## src/rtl/plic_mt.sv

```systemverilog
// rtl/plic_mt.sv - multi-target PLIC on an Avalon-MM slave port
// Optional edge-mode gateways and the 0x21 edge-select register are built when PLIC_EDGE_SEL_EN is defined.
module plic_mt #(
    parameter int NSRC   = 16,
    parameter int NTGT   = 2,
    parameter int PRIO_W = 3
) (
    input  logic              clk_i,
    input  logic              resetn_i,
    input  logic              chipselect_i,
    input  logic              write_i,
    input  logic              read_i,
    input  logic [7:0]        address_i,
    input  logic [31:0]       writedata_i,
    output logic [31:0]       readdata_o,
    input  logic [NSRC-1:0]   irq_src_i,
    output logic [NTGT-1:0]   irq_o
);

    logic [NSRC-1:0]   r_s1;
    logic [NSRC-1:0]   r_s2;
    logic [NSRC-1:0]   r_pend;
    logic [NSRC-1:0]   r_insvc;
    logic [PRIO_W-1:0] r_prio [NSRC];
    logic [NSRC-1:0]   r_en [NTGT];
    logic [PRIO_W-1:0] r_thr [NTGT];
    logic [4:0]        r_best_id [NTGT];
    logic [NTGT-1:0]   r_irq;
    logic [31:0]       r_rdata;

    logic              w_rd;
    logic              w_wr;
    logic [31:0]       w_rdata;
    logic [NSRC-1:0]   w_claim;
    logic [NSRC-1:0]   w_cmpl;
    logic [NSRC-1:0]   w_set;
    logic [NSRC-1:0]   w_idle;
    logic [4:0]        w_arb_id [NTGT];
    logic [PRIO_W-1:0] w_arb_prio [NTGT];
    logic              w_unused_wdata;

    assign w_rd           = chipselect_i & read_i;
    assign w_wr           = chipselect_i & write_i;
    assign w_idle         = ~r_pend & ~r_insvc;
    assign w_unused_wdata = ^writedata_i;
    assign readdata_o     = r_rdata;
    assign irq_o          = r_irq;

`ifdef PLIC_EDGE_SEL_EN
    logic [NSRC-1:0] r_s3;
    logic [NSRC-1:0] r_esel;
    logic [NSRC-1:0] r_elat;

    // An edge source fires on a fresh rising edge or on an edge remembered while it was busy.
    assign w_set = (r_esel & ((r_s2 & ~r_s3) | r_elat)) | (~r_esel & r_s2);
`else
    assign w_set = r_s2;
`endif

    // Strictly-greater compare keeps the lowest ID on priority ties and excludes priority 0.
    always_comb begin
        for (int t = 0; t < NTGT; t++) begin
            w_arb_id[t]   = '0;
            w_arb_prio[t] = '0;
            for (int k = 0; k < NSRC; k++) begin
                if (r_pend[k] && r_en[t][k] && (r_prio[k] > w_arb_prio[t])) begin
                    w_arb_prio[t] = r_prio[k];
                    w_arb_id[t]   = 5'(k + 1);
                end
            end
        end
    end

    always_comb begin
        w_rdata = '0;
        w_claim = '0;
        w_cmpl  = '0;
        for (int k = 0; k < NSRC; k++) begin
            if (address_i == 8'(k + 1)) w_rdata = 32'(r_prio[k]);
        end
        if (address_i == 8'h20) w_rdata = 32'(r_pend);
`ifdef PLIC_EDGE_SEL_EN
        if (address_i == 8'h21) w_rdata = 32'(r_esel);
`endif
        for (int t = 0; t < NTGT; t++) begin
            if (address_i == 8'(64 + 2 * t)) w_rdata = 32'(r_en[t]);
            if (address_i == 8'(65 + 2 * t)) w_rdata = 32'(r_thr[t]);
            if (address_i == 8'(96 + t)) begin
                w_rdata = 32'(r_best_id[t]);
                for (int k = 0; k < NSRC; k++) begin
                    if (w_rd && (r_best_id[t] == 5'(k + 1))) w_claim[k] = 1'b1;
                    if (w_wr && (writedata_i[4:0] == 5'(k + 1)) && r_insvc[k] && r_en[t][k])
                        w_cmpl[k] = 1'b1;
                end
            end
        end
    end

    always_ff @(posedge clk_i or negedge resetn_i) begin
        if (!resetn_i) begin
            r_s1    <= '0;
            r_s2    <= '0;
            r_pend  <= '0;
            r_insvc <= '0;
            r_irq   <= '0;
            r_rdata <= '0;
            for (int k = 0; k < NSRC; k++) r_prio[k] <= '0;
            for (int t = 0; t < NTGT; t++) begin
                r_en[t]      <= '0;
                r_thr[t]     <= '0;
                r_best_id[t] <= '0;
            end
`ifdef PLIC_EDGE_SEL_EN
            r_s3   <= '0;
            r_esel <= '0;
            r_elat <= '0;
`endif
        end else begin
            r_s1    <= irq_src_i;
            r_s2    <= r_s1;
            // A claim on the same edge wins over a gateway set.
            r_pend  <= (r_pend | (w_set & w_idle)) & ~w_claim;
            r_insvc <= (r_insvc | w_claim) & ~w_cmpl;
`ifdef PLIC_EDGE_SEL_EN
            r_s3   <= r_s2;
            r_elat <= r_esel & ~w_idle & (r_elat | (r_s2 & ~r_s3));
`endif
            if (w_rd) r_rdata <= w_rdata;
            for (int t = 0; t < NTGT; t++) begin
                r_best_id[t] <= w_arb_id[t];
                r_irq[t]     <= (w_arb_prio[t] > r_thr[t]);
            end
            if (w_wr) begin
                for (int k = 0; k < NSRC; k++) begin
                    if (address_i == 8'(k + 1)) r_prio[k] <= writedata_i[PRIO_W-1:0];
                end
`ifdef PLIC_EDGE_SEL_EN
                if (address_i == 8'h21) r_esel <= writedata_i[NSRC-1:0];
`endif
                for (int t = 0; t < NTGT; t++) begin
                    if (address_i == 8'(64 + 2 * t)) r_en[t]  <= writedata_i[NSRC-1:0];
                    if (address_i == 8'(65 + 2 * t)) r_thr[t] <= writedata_i[PRIO_W-1:0];
                end
            end
        end
    end

endmodule

```

## config.mk

```make
export PLATFORM = sky130hd
export DESIGN_NAME = plic_mt
export DESIGN_NICKNAME = d
export VERILOG_FILES = /design/src/rtl/plic_mt.sv
export SDC_FILE = /design/constraint.sdc
export NUM_CORES = 1
export LEC_CHECK = 0
export BUFFER_PORTS_ARGS = -buffer_cell sky130_fd_sc_hd__buf_2
export CELL_PAD_IN_SITES_DETAIL_PLACEMENT = 1
export CELL_PAD_IN_SITES_GLOBAL_PLACEMENT = 1
export CORE_MARGIN = 8
export CORE_UTILIZATION = 47
export CTS_CLUSTER_SIZE = 20
export DETAILED_ROUTE_END_ITERATION = 10
export GPL_TIMING_DRIVEN = 1
export PLACE_DENSITY_LB_ADDON = 0.1
export SETUP_SLACK_MARGIN = 0.05
export SYNTH_ARGS = -nofsm -noshare
export SYNTH_HDL_FRONTEND = slang
export SYNTH_SLANG_ARGS = --single-unit
```

## constraint.sdc

```tcl
create_clock -name clk_i -period 22.5 [get_ports clk_i]
set_input_delay 1.125 -clock clk_i [delete_from_list [all_inputs] [get_ports clk_i]]
set_output_delay 1.125 -clock clk_i [all_outputs]
set_load 0.005 [all_outputs]
```

### After elaboration in Yosys (flattened, before gate mapping)

Index checks and enable logic that the tools add are counted.

| word-level totals | value |
|---|---|
| flip-flop bits (word level) | 194 |
| input port bits | 61 |
| word-level logic and storage cells | 479 |

| operators by class | value |
|---|---|
| order comparisons | 33 |
| equal/unequal tests | 71 |
| muxes and demuxes | 155 |
| bitwise gates (word level) | 12 |
| reduce and logical (&&, ||, !) cells | 180 |

Operators with widths:

| kind | number |
|---|---|
| $mux W32 | 22 |
| $logic_and A1 B1 Y1 | 160 |
| $mux W5 | 29 |
| $eq A5 B4 Y1 const B | 24 |
| $mux W3 | 33 |
| $gt A3 B3 Y1 | 32 |
| $mux W1 | 66 |
| $and A16 B16 Y16 | 4 |
| $eq A8 B4 Y1 const B | 8 |
| $mux W16 | 4 |
| $not A16 Y16 | 4 |
| $eq A5 B3 Y1 const B | 12 |
| $eq A8 B7 Y1 const B | 6 |
| $reduce_and A2 Y1 | 20 |
| $eq A8 B3 Y1 const B | 4 |
| $or A16 B16 Y16 | 2 |
| $eq A5 B2 Y1 const B | 6 |
| $eq A8 B2 Y1 const B | 2 |
| $eq A5 B1 Y1 const B | 3 |
| $eq A5 B5 Y1 const B | 3 |
| $eq A8 B1 Y1 const B | 1 |
| $eq A8 B5 Y1 const B | 1 |
| $eq A8 B6 Y1 const B | 1 |
| $gt A3 B1 Y1 const B | 1 |
| other kinds (2) | 3 |

### Depth between registers and ports, before layout

| depth | value |
|---|---|
| depth in word-level cells | 49 |
| mapped depth | 111 |

### Worst setup path before layout

OpenSTA, ideal clock, no wires.

| timing | value |
|---|---|
| kind | reg2reg |
| start | register r_pend[0] |
| end | register r_irq[0] (netlist: irq_o[0]) |
| arrival time | 19933 ps |
| required time | 22374 ps |
| path slack | 2441 ps |
| stages on the path, launching flop included | 105 |
| path buffers | 2 |
| cell sequence | dfrtp_1 -> buf_2 -> and3_1 -> inv_1 -> ha_1 -> nor2b_1 -> or3_4 -> a21o_1 -> and2_1 -> ha_1 -> nand2_1 -> o22ai_1 -> a22oi_2 -> o21ai_2 -> nor2_4 -> mux2_2 -> ha_1 -> nor2_1 -> (+69 left out) -> o211ai_2 -> a21boi_1 -> ha_1 -> nor2b_1 -> o21a_1 -> o2111ai_1 -> inv_1 -> a22o_1 -> ha_1 -> nand3_1 -> nand3_1 -> a21oi_1 -> clkbuf_1 -> o21ai_1 -> ha_1 -> a21o_1 -> a21oi_1 -> a31oi_1 |

| on the way | value |
|---|---|
| longest elaborated chain between the ends | 49 |

RTL lines:

| item | RTL line | source |
|---|---|---|
| start: declaration | 22 | `logic [NSRC-1:0] r_pend;` |
| start signal: assignment | 122 | `r_pend <= (r_pend \| (w_set & w_idle)) & ~w_claim;` |
| $logic_and A1 B1 Y1 * (2 in series) | 66 | `if (r_pend[k] && r_en[t][k] && (r_prio[k] > w_arb_prio[t])) begin` |
| $mux W3 * | 66 |  |
| $gt A3 B3 Y1 | 66 |  |
| $logic_and A1 B1 Y1 | 66 |  |
| $mux W3 * | 66 |  |
| $gt A3 B3 Y1 | 66 |  |
| $logic_and A1 B1 Y1 | 66 |  |
| $mux W3 * | 66 |  |
| (+32 left out) | n/a |  |
| $mux W3 * | 66 |  |
| $gt A3 B3 Y1 | 66 |  |
| $logic_and A1 B1 Y1 | 66 |  |
| $mux W3 * | 66 |  |
| $gt A3 B3 Y1 | 66 |  |
| $logic_and A1 B1 Y1 | 66 |  |
| $mux W3 * | 66 |  |
| $gt A3 B3 Y1 * | 131 | `r_irq[t] <= (w_arb_prio[t] > r_thr[t]);` |
| end signal: indexed assignment | 131 |  |
| end: declaration | 28 | `logic [NTGT-1:0] r_irq;` |

Every way passes the cells marked *; elsewhere a longest branch is shown, timed or not.
A chain may end at the register's enable or synchronous reset.

### Final worst setup path

| timing | value |
|---|---|
| start | register r_prio[46] (netlist bit) |
| end | register r_irq[0] (netlist: irq_o[0]) |

| on the way | value |
|---|---|
| longest elaborated chain between the ends | 49 |

RTL lines:

| item | RTL line | source |
|---|---|---|
| start: declaration | 24 | `logic [PRIO_W-1:0] r_prio [NSRC];` |
| start signal: indexed assignment | 135 | `if (address_i == 8'(k + 1)) r_prio[k] <= writedata_i[PRIO_W-1:0];` |
| $gt A3 B1 Y1 | 66 |  |
| $logic_and A1 B1 Y1 | 66 |  |
| $mux W3 * | 66 |  |
| $gt A3 B3 Y1 | 66 |  |
| $logic_and A1 B1 Y1 | 66 |  |
| $mux W3 * | 66 |  |
| $gt A3 B3 Y1 | 66 |  |
| $logic_and A1 B1 Y1 | 66 |  |
| (+33 left out) | n/a |  |
| $mux W3 * | 66 |  |
| $gt A3 B3 Y1 | 66 |  |
| $logic_and A1 B1 Y1 | 66 |  |
| $mux W3 * | 66 |  |
| $gt A3 B3 Y1 | 66 |  |
| $logic_and A1 B1 Y1 | 66 |  |
| $mux W3 * | 66 |  |
| $gt A3 B3 Y1 * | 131 |  |

Marks and branches as above.

==> impl_metrics.yaml <==
status:
  status: "complete, no violations"
hold_path:
  hold_class: "flip-flop to flip-flop"
  whs_path_depth: 0
timing:
  period_minus_slack_ns: 21.43
  holdWs_ns: 0.349
  slew_headroom: 0.189
  timing.final.crit_share: 0.952
  rsz0062_at_grt: "true"
  max_freq_mhz: 46.7
  hold_viol: 0
  skew_ns: 0.0103
  final_max_slew_viol_count: 0
  worstMarginPinSlew_ns: 1.21
  setup_violations: 0
global_route:
  met2_usage: 0.479
  antenna_found_initial: 0
  gr-usage-met3: 0.0411
  grt-ovfl-total: 0
  grt_use_total: 0.282
  grt_pass1_vias: 12200
  grt_max_degree: 110
  grt.busiest_layer: "met2"
  grt_util_met1: 0.361
  grt_pass1_wl_mm: 69.6
cells_and_area:
  layout_commonest_cell: "dfrtp_1"
  drive_gt1_frac: 0.208
  fin_area_um2: 13900
  syn2layout_area_growth_pct: 11.7
  final_util: 0.534
  fin_nets: 1543
  mostFrequentLayoutCells: "dfrtp_1 (175), nand2_1 (125), nor2_1 (120)"
  diodes: 0
power:
  p_int_mw: 0.534
  power.switching_mw: 0.232
  total_power_mw: 0.766
  power_density_nw_per_um2: 55.2
  p_clk_frac: 0.376
  combPwrFrac: 0.165
  seqPwrFrac: 0.459
  vdd_drop_max_mv: 0.0486
  leakage_nw: 5.95
  swShare: 0.303
job:
  maxCapViolCount: 0
setup_path:
  slowest_stage: "a2111oi_2"
  crit_top_cell: "ha_1"
  path_max_fanout: 6
  crit_path_end_kind: "flip-flop"
  cp_data_required_time_ns: 22.79
  crit_type: "flip-flop to flip-flop"
  startpoint_type: "flip-flop"
  cp.arrival_ns: 21.72
  reg2reg_depth: 105
  critical-path-max-stage-delay_ns: 0.48
route:
  drt_wl_total_mm: 45.0
  wl_per_cell_um: 25.3
  route.vias.total: 11800
  drt_pass1_iterations: 6
  ant_nets: 0
  first_iter_violations: 940
  route.detailed.drc: 0
  via_per_inst: 6.62
logic_synthesis:
  yosys.area.top_type: "dfrtp_1"
  synth.area.top_cells: "dfrtp_1 (36%), mux2_2 (7.3%), ha_1 (4.9%), nor2_1 (3.8%), nand2_1 (3.8%)"
  synth_area_um2: 12400
  synth_top_area_frac: 0.358
  synth.avg_cell_area_um2: 9.01
  yosys_warnings: 0
  ys_ff_latch: 178
  synth_edf_count: 0
  synth_ff_type: "dfrtp_1"
  synth.distinct_cells: 106
  seq_area_frac_synth: 0.358
  synthArstFlopShare: 1.00
  syn_inst: 1379
cts:
  insertion_delay_ns: 0.44
  path_clk_slew_ns: 0.07
  cts_tree: "built"
  cts_root_buf: "clkbuf_16"
  numCtsBuffers: 17
  htree_levels: 4
  cts.sinks: 178
  clockBufferDepth: 2
floorplanning:
  die_w_um: 179
  dieHeight_um: 179
  rows: 59
  ios: 95
  die_area_um2: 31900
  initial_core_util: 0.478
  core-area_um2: 26000
placed_design:
  gp_congestion: 0.915
  hpwl_mm: 33.5
  post_dp_cell_area_um2: 13000
  io_buffers: 62
-- synthesized netlist by cell type (10+ instances only) --
master	instances
dfrtp_1	178
nor2_1	127
nand2_1	126
a21oi_1	80
mux2_2	80
inv_1	69
o21ai_0	62
nand3_1	55
ha_1	49
clkbuf_1	47
nor3_1	39
a22oi_1	32
and3_1	24
a31oi_1	23
o211ai_1	18
a222oi_1	17
and2_1	17
buf_4	17
a21o_1	14
nand4_1	14
a211oi_1	13
nor2b_1	13
o2111ai_1	13
nor4_1	11
o211a_1	11
o21a_1	11
nor3b_1	10
o31ai_1	10
-- state kept, by name, summed over array words and instances (netlist names) --
name,cells
r_prio,48
r_en,32
r_insvc,16
r_pend,16
r_s1,16
r_s2,16
readdata_o,16
r_best_id,10
r_thr,6
irq_o,2
-- worst max-delay path, delay by kind of cell, from the launching register on --
| kind | cells | cell delay (ns) |
|---|---|---|
| simple gates | 31 | 4.87 |
| buf+inv | 6 | 0.64 |
| mux | 3 | 0.94 |
| fa+ha+maj | 21 | 6.26 |
| flops | 1 | 0.43 |
| compound gates | 44 | 8.09 |
-- final timing paths --
path / slack (ns) / start / end
setup / recovery: 1.07 / r_prio[46] / irq_o[0]
hold / removal: 0.35 / r_s1[10] / r_s2[10]
setup reg to reg: 1.07 / r_prio[46] / irq_o[0]
hold reg to reg: 0.35 / r_s1[10] / r_s2[10]
max in group asynchronous: 20.29 / resetn_i / readdata_o[7]
min in group asynchronous: 0.80 / resetn_i / r_s1[5]
-- final cells by class --
cell class	instances	area (µm²)
Clock buffer	18	429
Clock inverter	13	126
Fill cell	3061	12100
Inverter	69	259
Multi-Input combinational cell	1075	7640
Sequential cell	178	4460
Tap cell	335	419
Timing Repair Buffer	92	544
-- timing repair --
item	CTS	global route
buffers inserted	0	13
resized for setup	8	35
hold buffers	0	0
pin swaps	1	14
endpoints found under the setup margin	1	12
cloned	0	0
-- power groups by stage --
stage | Combinational [mW] | Sequential [mW] | Clock, mW
2_1_floorplan | 0.0803 | 0.347 | 0
3_3_place_gp | 0.113 | 0.357 | 0
3_5_place_dp | 0.118 | 0.357 | 0
4_1_cts | 0.120 | 0.351 | 0.291
5_1_grt | 0.138 | 0.353 | 0.303
6_report | 0.126 | 0.352 | 0.288
-- logic make-up (layout without fill, tap and decap cells) --
group | Yosys count | count (layout) | share of synthesized area
multiplexers | 97 | 97 | 0.0960
AO/OA/AOI/OAI | 421 | 421 | 0.252
flip-flops | 178 | 178 | 0.358
buffers and inverters | 141 | 192 | 0.0480
AND/OR/NAND/NOR | 486 | 486 | 0.191
adder cells (fa/ha/maj) | 55 | 55 | 0.0545
other | 1 | 16 | 0.000302
-- layer usage --
layer | share of wire | routed length (µm)
met5 | 0 | 0
met4 | 0.028 | 1270
met3 | 0.061 | 2760
met2 | 0.49 | 22200
met1 | 0.42 | 18800
-- stage by stage --
stage,setup slack (ns),instances,TNS [ns]
6_report,1.07,1780,0
5_1_grt,-0.174,1780,-0.182
2_1_floorplan,2.44,1394,0
4_1_cts,0.0613,1767,0
3_5_place_dp,-0.131,1736,-0.131
3_3_place_gp,0.637,1736,0
Power figures use the tool's default switching activity.
